$ cat config.mk
export PLATFORM = sky130hd
export DESIGN_NAME = uart_key_rx
export DESIGN_NICKNAME = d
export VERILOG_FILES = /design/src/rtl/uart_key_rx.sv
export SDC_FILE = /design/constraint.sdc
export NUM_CORES = 1
export LEC_CHECK = 0
export ABC_AREA = 1
export CAP_MARGIN = 20
export CORE_ASPECT_RATIO = 1.4
export CORE_MARGIN = 5
export CORE_UTILIZATION = 57
export CTS_CLUSTER_DIAMETER = 200
export DETAILED_ROUTE_END_ITERATION = 7
export HOLD_SLACK_MARGIN = 0.1
export PLACE_DENSITY = 0.78
export RECOVER_POWER = 100
export SYNTH_ARGS = -nofsm -noshare
export SYNTH_HDL_FRONTEND = slang
export SYNTH_SLANG_ARGS = --single-unit
$ cat constraint.sdc
create_clock -name clk -period 2 [get_ports clk]
set_clock_uncertainty 0.2 [all_clocks]
set_input_delay 0.5 -clock clk [delete_from_list [all_inputs] [get_ports clk]]
set_output_delay 0.5 -clock clk [all_outputs]
set_load 0.02 [all_outputs]
$ cat src/rtl/uart_key_rx.sv
// 8N1 serial receiver feeding the key converter.
// Mid-bit sampling, frame-error detection and break hold-off.
module uart_key_rx #(
  parameter int CLKS_PER_BIT = 10416
) (
  input  logic       clk,
  input  logic       rst_n,
  input  logic       rx,
  output logic [7:0] key,
  output logic       key_valid,
  output logic       frame_err,
  output logic       busy
);

  localparam int TW = $clog2(CLKS_PER_BIT);
  localparam logic [TW-1:0] LAST = TW'(CLKS_PER_BIT - 1);
  localparam logic [TW-1:0] HALF = TW'(CLKS_PER_BIT / 2 - 1);

  typedef enum logic [2:0] {
    IDLE,
    START,
    DATA,
    STOP,
    BREAK
  } state_t;

  state_t        state, state_n;
  logic [TW-1:0] timer, timer_n;
  logic [2:0]    idx, idx_n;
  logic [7:0]    sh, sh_n;
  logic [7:0]    key_n;
  logic          kv_n, fe_n;
  logic          rx_m, rx_s;

  always_ff @(posedge clk) begin
    if (!rst_n) begin
      rx_m      <= 1'b1;
      rx_s      <= 1'b1;
      state     <= IDLE;
      timer     <= '0;
      idx       <= '0;
      sh        <= '0;
      key       <= '0;
      key_valid <= 1'b0;
      frame_err <= 1'b0;
    end else begin
      rx_m      <= rx;
      rx_s      <= rx_m;
      state     <= state_n;
      timer     <= timer_n;
      idx       <= idx_n;
      sh        <= sh_n;
      key       <= key_n;
      key_valid <= kv_n;
      frame_err <= fe_n;
    end
  end

  always_comb begin
    state_n = state;
    timer_n = timer + TW'(1);
    idx_n   = idx;
    sh_n    = sh;
    key_n   = key;
    kv_n    = 1'b0;
    fe_n    = 1'b0;
    unique case (state)
      IDLE: begin
        timer_n = '0;
        if (!rx_s) state_n = START;
      end
      START: begin
        if (timer == HALF) begin
          timer_n = '0;
          idx_n   = '0;
          state_n = rx_s ? IDLE : DATA;
        end
      end
      DATA: begin
        if (timer == LAST) begin
          timer_n  = '0;
          sh_n[idx] = rx_s;
          idx_n    = idx + 3'd1;
          if (idx == 3'd7) state_n = STOP;
        end
      end
      STOP: begin
        if (timer == LAST) begin
          timer_n = '0;
          if (rx_s) begin
            key_n   = sh;
            kv_n    = 1'b1;
            state_n = IDLE;
          end else begin
            fe_n    = 1'b1;
            state_n = BREAK;
          end
        end
      end
      BREAK: begin
        // line held low after a bad stop bit: wait for idle
        timer_n = '0;
        if (rx_s) state_n = IDLE;
      end
      default: begin
        timer_n = '0;
        state_n = IDLE;
      end
    endcase
  end

  assign busy = (state != IDLE);

endmodule

Yosys cells after proc, flatten, opt, wreduce, memory -nomap -nowiden:

Index checks and enable logic that the tools add are counted.

* bits in registers: 40
* input bits: 3
* output and inout bits: 11
* word-level logic and storage cells: 56

* $add $sub $neg: 2
* order comparisons: 2
* equality and inequality tests: 13
* muxes and demuxes: 20
* reduce and logical (&&, ||, !) cells: 10

Operators with widths (count)
* $mux 14: 2
* $pmux 14 s2: 1
* $mux 3: 9
* $pmux 3 s5: 1
* $add 14x1->14 const B: 1
* $eq 14x13->1 const B: 1
* $eq 14x14->1 const B: 1
* $ne 2x2->1 const B: 6
* $reduce_and 3->1: 3
* $bwmux 8: 1
* $eq 3x2->1 const B: 2
* $eq 3x3->1 const B: 2
* $pmux 3 s2: 1
* $reduce_and 6->1: 1
* $lt 3x4->1 const B: 1
* $add 3x1->3 const B: 1
* $demux 1 s3: 1
* $eq 3x1->1 const B: 1
* $ge 3x1->1 const B: 1
* $logic_not 3->1: 1
* $mux 1: 3
* $reduce_bool 3->1: 1
* $mux 2: 1
* $reduce_and 2->1: 1
* 3 further kinds: 3

Depth between registers and ports, before layout:

* word-level depth: 5
* depth in mapped cells: 12
* depth with buffers taken out: 12

Least setup slack after synthesis:

No wires, ideal clock.

* path kind: register -> register
* start: reg timer[0]
* end: reg sh[6]
* library setup time: 0.132 ns
* arrival: 1.273 ns
* setup slack: 0.394 ns
* stages on the path, launching flop included: 10
* buffers on the path: 1
* cells stage by stage: dfxtp_1 > ha_1 > nand3_2 > inv_1 > nand4_2 > nor2_4 > buf_6 > nand3_1 > nand2_1 > a21oi_1

* cells in the longest elaborated chain, start to end: 2

Ends and longest elaborated chain
* from (decl): line 28 `logic [TW-1:0] timer, timer_n;`
* from (signal assigned): line 50 `timer <= timer_n;`
* $eq 14x14->1: line 80 `if (timer == LAST) begin`
* $reduce_and 2->1 (no source line)
* to (signal assigned): line 52 `sh <= sh_n;`
* to (decl): line 30 `logic [7:0] sh, sh_n;`

No other way between the ends.
A chain may end at the register's enable or synchronous reset.

Worst setup path after layout:

* start: reg key[4]
* end: out key[4]

RTL lines
* from (decl): line 9 `output logic [7:0] key,`
* from (signal assigned): line 53 `key <= key_n;`

No word-level cell between the ends.

==> reports/results.txt <==
Status -> finished clean
Drt first pass iters -> 5
Vias post-DR -> 1,703
Root Buffer -> clkbuf_8
DRC Markers -> 0
Remaining global-route overflow -> 0
H-tree Lvls -> 2
Ys Warns -> 0
Clock Tree Buf Depth -> 2
First-pass GRT wire length -> 6800 um
Crit Path Max Fanout -> 2
Number of global-route vias before repair -> 1,621
Crit path time final -> 1.94 ns
Peak VDD IR -> 0.763 mV
Fillers -> 304
CP top delay family -> buffers and inverters
Crit Path Category -> flip-flop to output port
CTS Sinks -> 40
Post-synthesis net count -> 282
GPL Wtd Cong -> 0.894
CP startpoint -> key[4]$_SDFFE_PN0P_
Final ANT Viol Nets -> 0
Lkg Pwr -> 0.906 nW
Synth top area share -> 0.405
Initial Utilization -> 0.585
Max Cap Viol -> 0
Largest net degree at the start of global routing -> 17
CTS tree -> built
RSZ-0062 raised after global routing -> false
TritonCTS Buffers -> 5
Seq/Total Area, Yosys -> 0.405
Die area -> 0.00476 mm^2
Final Setup Violations -> 0
Top FF cell, synth -> dfxtp_1
Slowest stage cell, crit path -> clkdlybuf4s50_1
Hold path startpoint -> rx_m$_SDFF_PN1_
Crit path largest cell delay -> 0.60 ns
Largest area contributor in the netlist -> dfxtp_1
Worst R2R Path Depth -> 8
Post-Syn Area -> 0.00198 mm^2
Synth async-reset ratio -> 0
CP bufs+invs -> 1
Avg Synthesized Cell Area -> 7.16 um^2
Hold Crit Class -> flip-flop to flip-flop
Skew-Pair Late Insertion Delay -> 0.29 ns
Worst-margin pin slew -> 0.566 ns
Hold Path Depth -> 1
Top-level port count -> 14
Drt total wl -> 3920 um
Max-slew violations -> 0
DRT iter0 DRCs -> 86
Area of the multi-input gates -> 988 um^2
Clk slew on worst S/H paths -> 0.08 ns
Fin crit share -> 0.970
Required time worst endpoint -> 1.30 ns
Crit path to -> key[4]
Distinct cells, synth -> 32
Critical Path Sink Type -> output port
Chip width -> 59.8 um
Area grow syn2layout -> 12.9%
Slew HR -> 0.622
CP Depth -> 1
Post-Synthesis Cells -> 276
Worst r2r src -> timer[0]$_SDFF_PN0_
Core region area -> 0.00338 mm^2
Hold Violations, Final -> 0
Top cells by count, synth -> nand2_1, nor2_1, dfxtp_1
Post-DR wirelength/cell -> 11.7 um
FMAX -> 0.515 GHz
Worst setup SP type -> flip-flop
Fin nets -> 299
Sequential cell area -> 801 um^2
DR vias/cell -> 5.10
IO Port Bufs -> 13
Initial antenna violation count -> 0
R2r endpoint -> timer[12]$_SDFF_PN0_
Share of cells above drive strength 1 -> 0.109
Top cells by area, synth -> dfxtp_1, nand2_1, nor2_1
FF+latch count, synth -> 40
Final setup TNS -> 0 ns
Die height -> 79.7 um
Ant. Diodes -> 0
P per Cell Area -> 890 mW/mm^2
Total track usage -> 0.185
Row count -> 25
Placed wire-length estimate -> 2900 um
Critical path cell sequence -> clkdlybuf4s50_1
Hold WS -> 0.227 ns
EDFF count, synth -> 0
CP arrival -> 1.24 ns
CTS Hold Bufs -> 0
Slack of the worst reg-to-reg path -> 0.17 ns
-- metal layers --
layer	global-route usage	wire length [um]
met2	0.320	2030
met4	0.0776	65
met1	0.214	1760
met5	0	0
met3	0.0388	69
-- cells in the final DEF (no fill, tap or decap), types with 2 or more instances in the layout --
cell / n
nor2_1: 53
inv_1: 26
nor3b_1: 2
clkbuf_8: 5
inv_2: 3
clkdlybuf4s50_1: 9
nor2_2: 5
nand2_1: 54
or2_2: 2
dfxtp_1: 40
nor3_1: 4
nor2_4: 3
nand2_2: 2
clkbuf_1: 3
o21ai_0: 11
a21oi_1: 15
buf_4: 3
xor2_1: 5
ha_1: 3
nand3_1: 21
nand4_1: 9
-- logic make-up (layout without fill, tap and decap cells) --
| kind of cell | Yosys count | after routing | share of synthesized area |
|---|---|---|---|
| AO/OA/AOI/OAI | 27 | 27 | 0.0690 |
| flip-flops | 40 | 40 | 0.405 |
| AND/OR/NAND/NOR | 162 | 162 | 0.392 |
| adder cells (fa/ha/maj) | 3 | 3 | 0.0190 |
| XOR/XNOR | 6 | 6 | 0.0266 |
| buffers and inverters | 38 | 56 | 0.0880 |
-- where the power goes --
part | leakage [nW] | total, mW | internal (mW) | switching (mW)
combinational | 0.528 | 0.454 | 0.145 | 0.310
sequential | 0.323 | 0.855 | 0.827 | 0.0275
clock | 0.0548 | 0.675 | 0.376 | 0.299
total | 0.906 | 1.98 | 1.35 | 0.636
-- metrics by stage --
| stage | setup WS (ns) | power (mW) | util | instance area [um^2] | std cells |
|---|---|---|---|---|---|
| CTS | 0.0455 | 2.00 | 0.663 | 2240 | 333 |
| detailed placement | -0.000489 | 1.33 | 0.629 | 2120 | 325 |
| finish | 0.0598 | 1.98 | 0.660 | 2230 | 334 |
| global route | 0.0129 | 2.10 | 0.660 | 2230 | 334 |
| global placement | 0.0212 | 1.32 | 0.629 | 2120 | 325 |
| floorplan | 0.394 | 1.24 | - | 1980 | 276 |
-- worst min-delay path by stage --
stage	slack, ns	to
finish	0.23	rx_s$_SDFF_PN1_
global route	0.28	timer[0]$_SDFF_PN0_
CTS	0.23	rx_s$_SDFF_PN1_
detailed placement	0.20	rx_s$_SDFF_PN1_
global placement	0.20	rx_s$_SDFF_PN1_
floorplan	0.19	rx_s$_SDFF_PN1_
-- sequential cells by signal, summed over array words and instances (netlist names) --
| register | count |
|---|---|
| rx_m | 1 |
| idx | 3 |
| rx_s | 1 |
| frame_err | 1 |
| state | 3 |
| sh | 8 |
| key_valid | 1 |
| key | 8 |
| timer | 14 |
-- layout make-up --
type / count / share of cell area
Multi-Input combinational cell: 198 / 0.443
Sequential cell: 40 / 0.359
Clock inverter: 3 / 0.0208
Tap cell: 40 / 0.0224
Timing Repair Buffer: 18 / 0.0730
Inverter: 30 / 0.0505
Clock buffer: 5 / 0.0309
-- repair_timing --
action,4_1_cts,5_1_grt
pin swaps,0,1
endpoints found under the setup margin,1,3
setup buffers,0,1
gates resized for setup,1,2
gates cloned,0,0
Note: power is estimated with default switching activity, not from simulation.
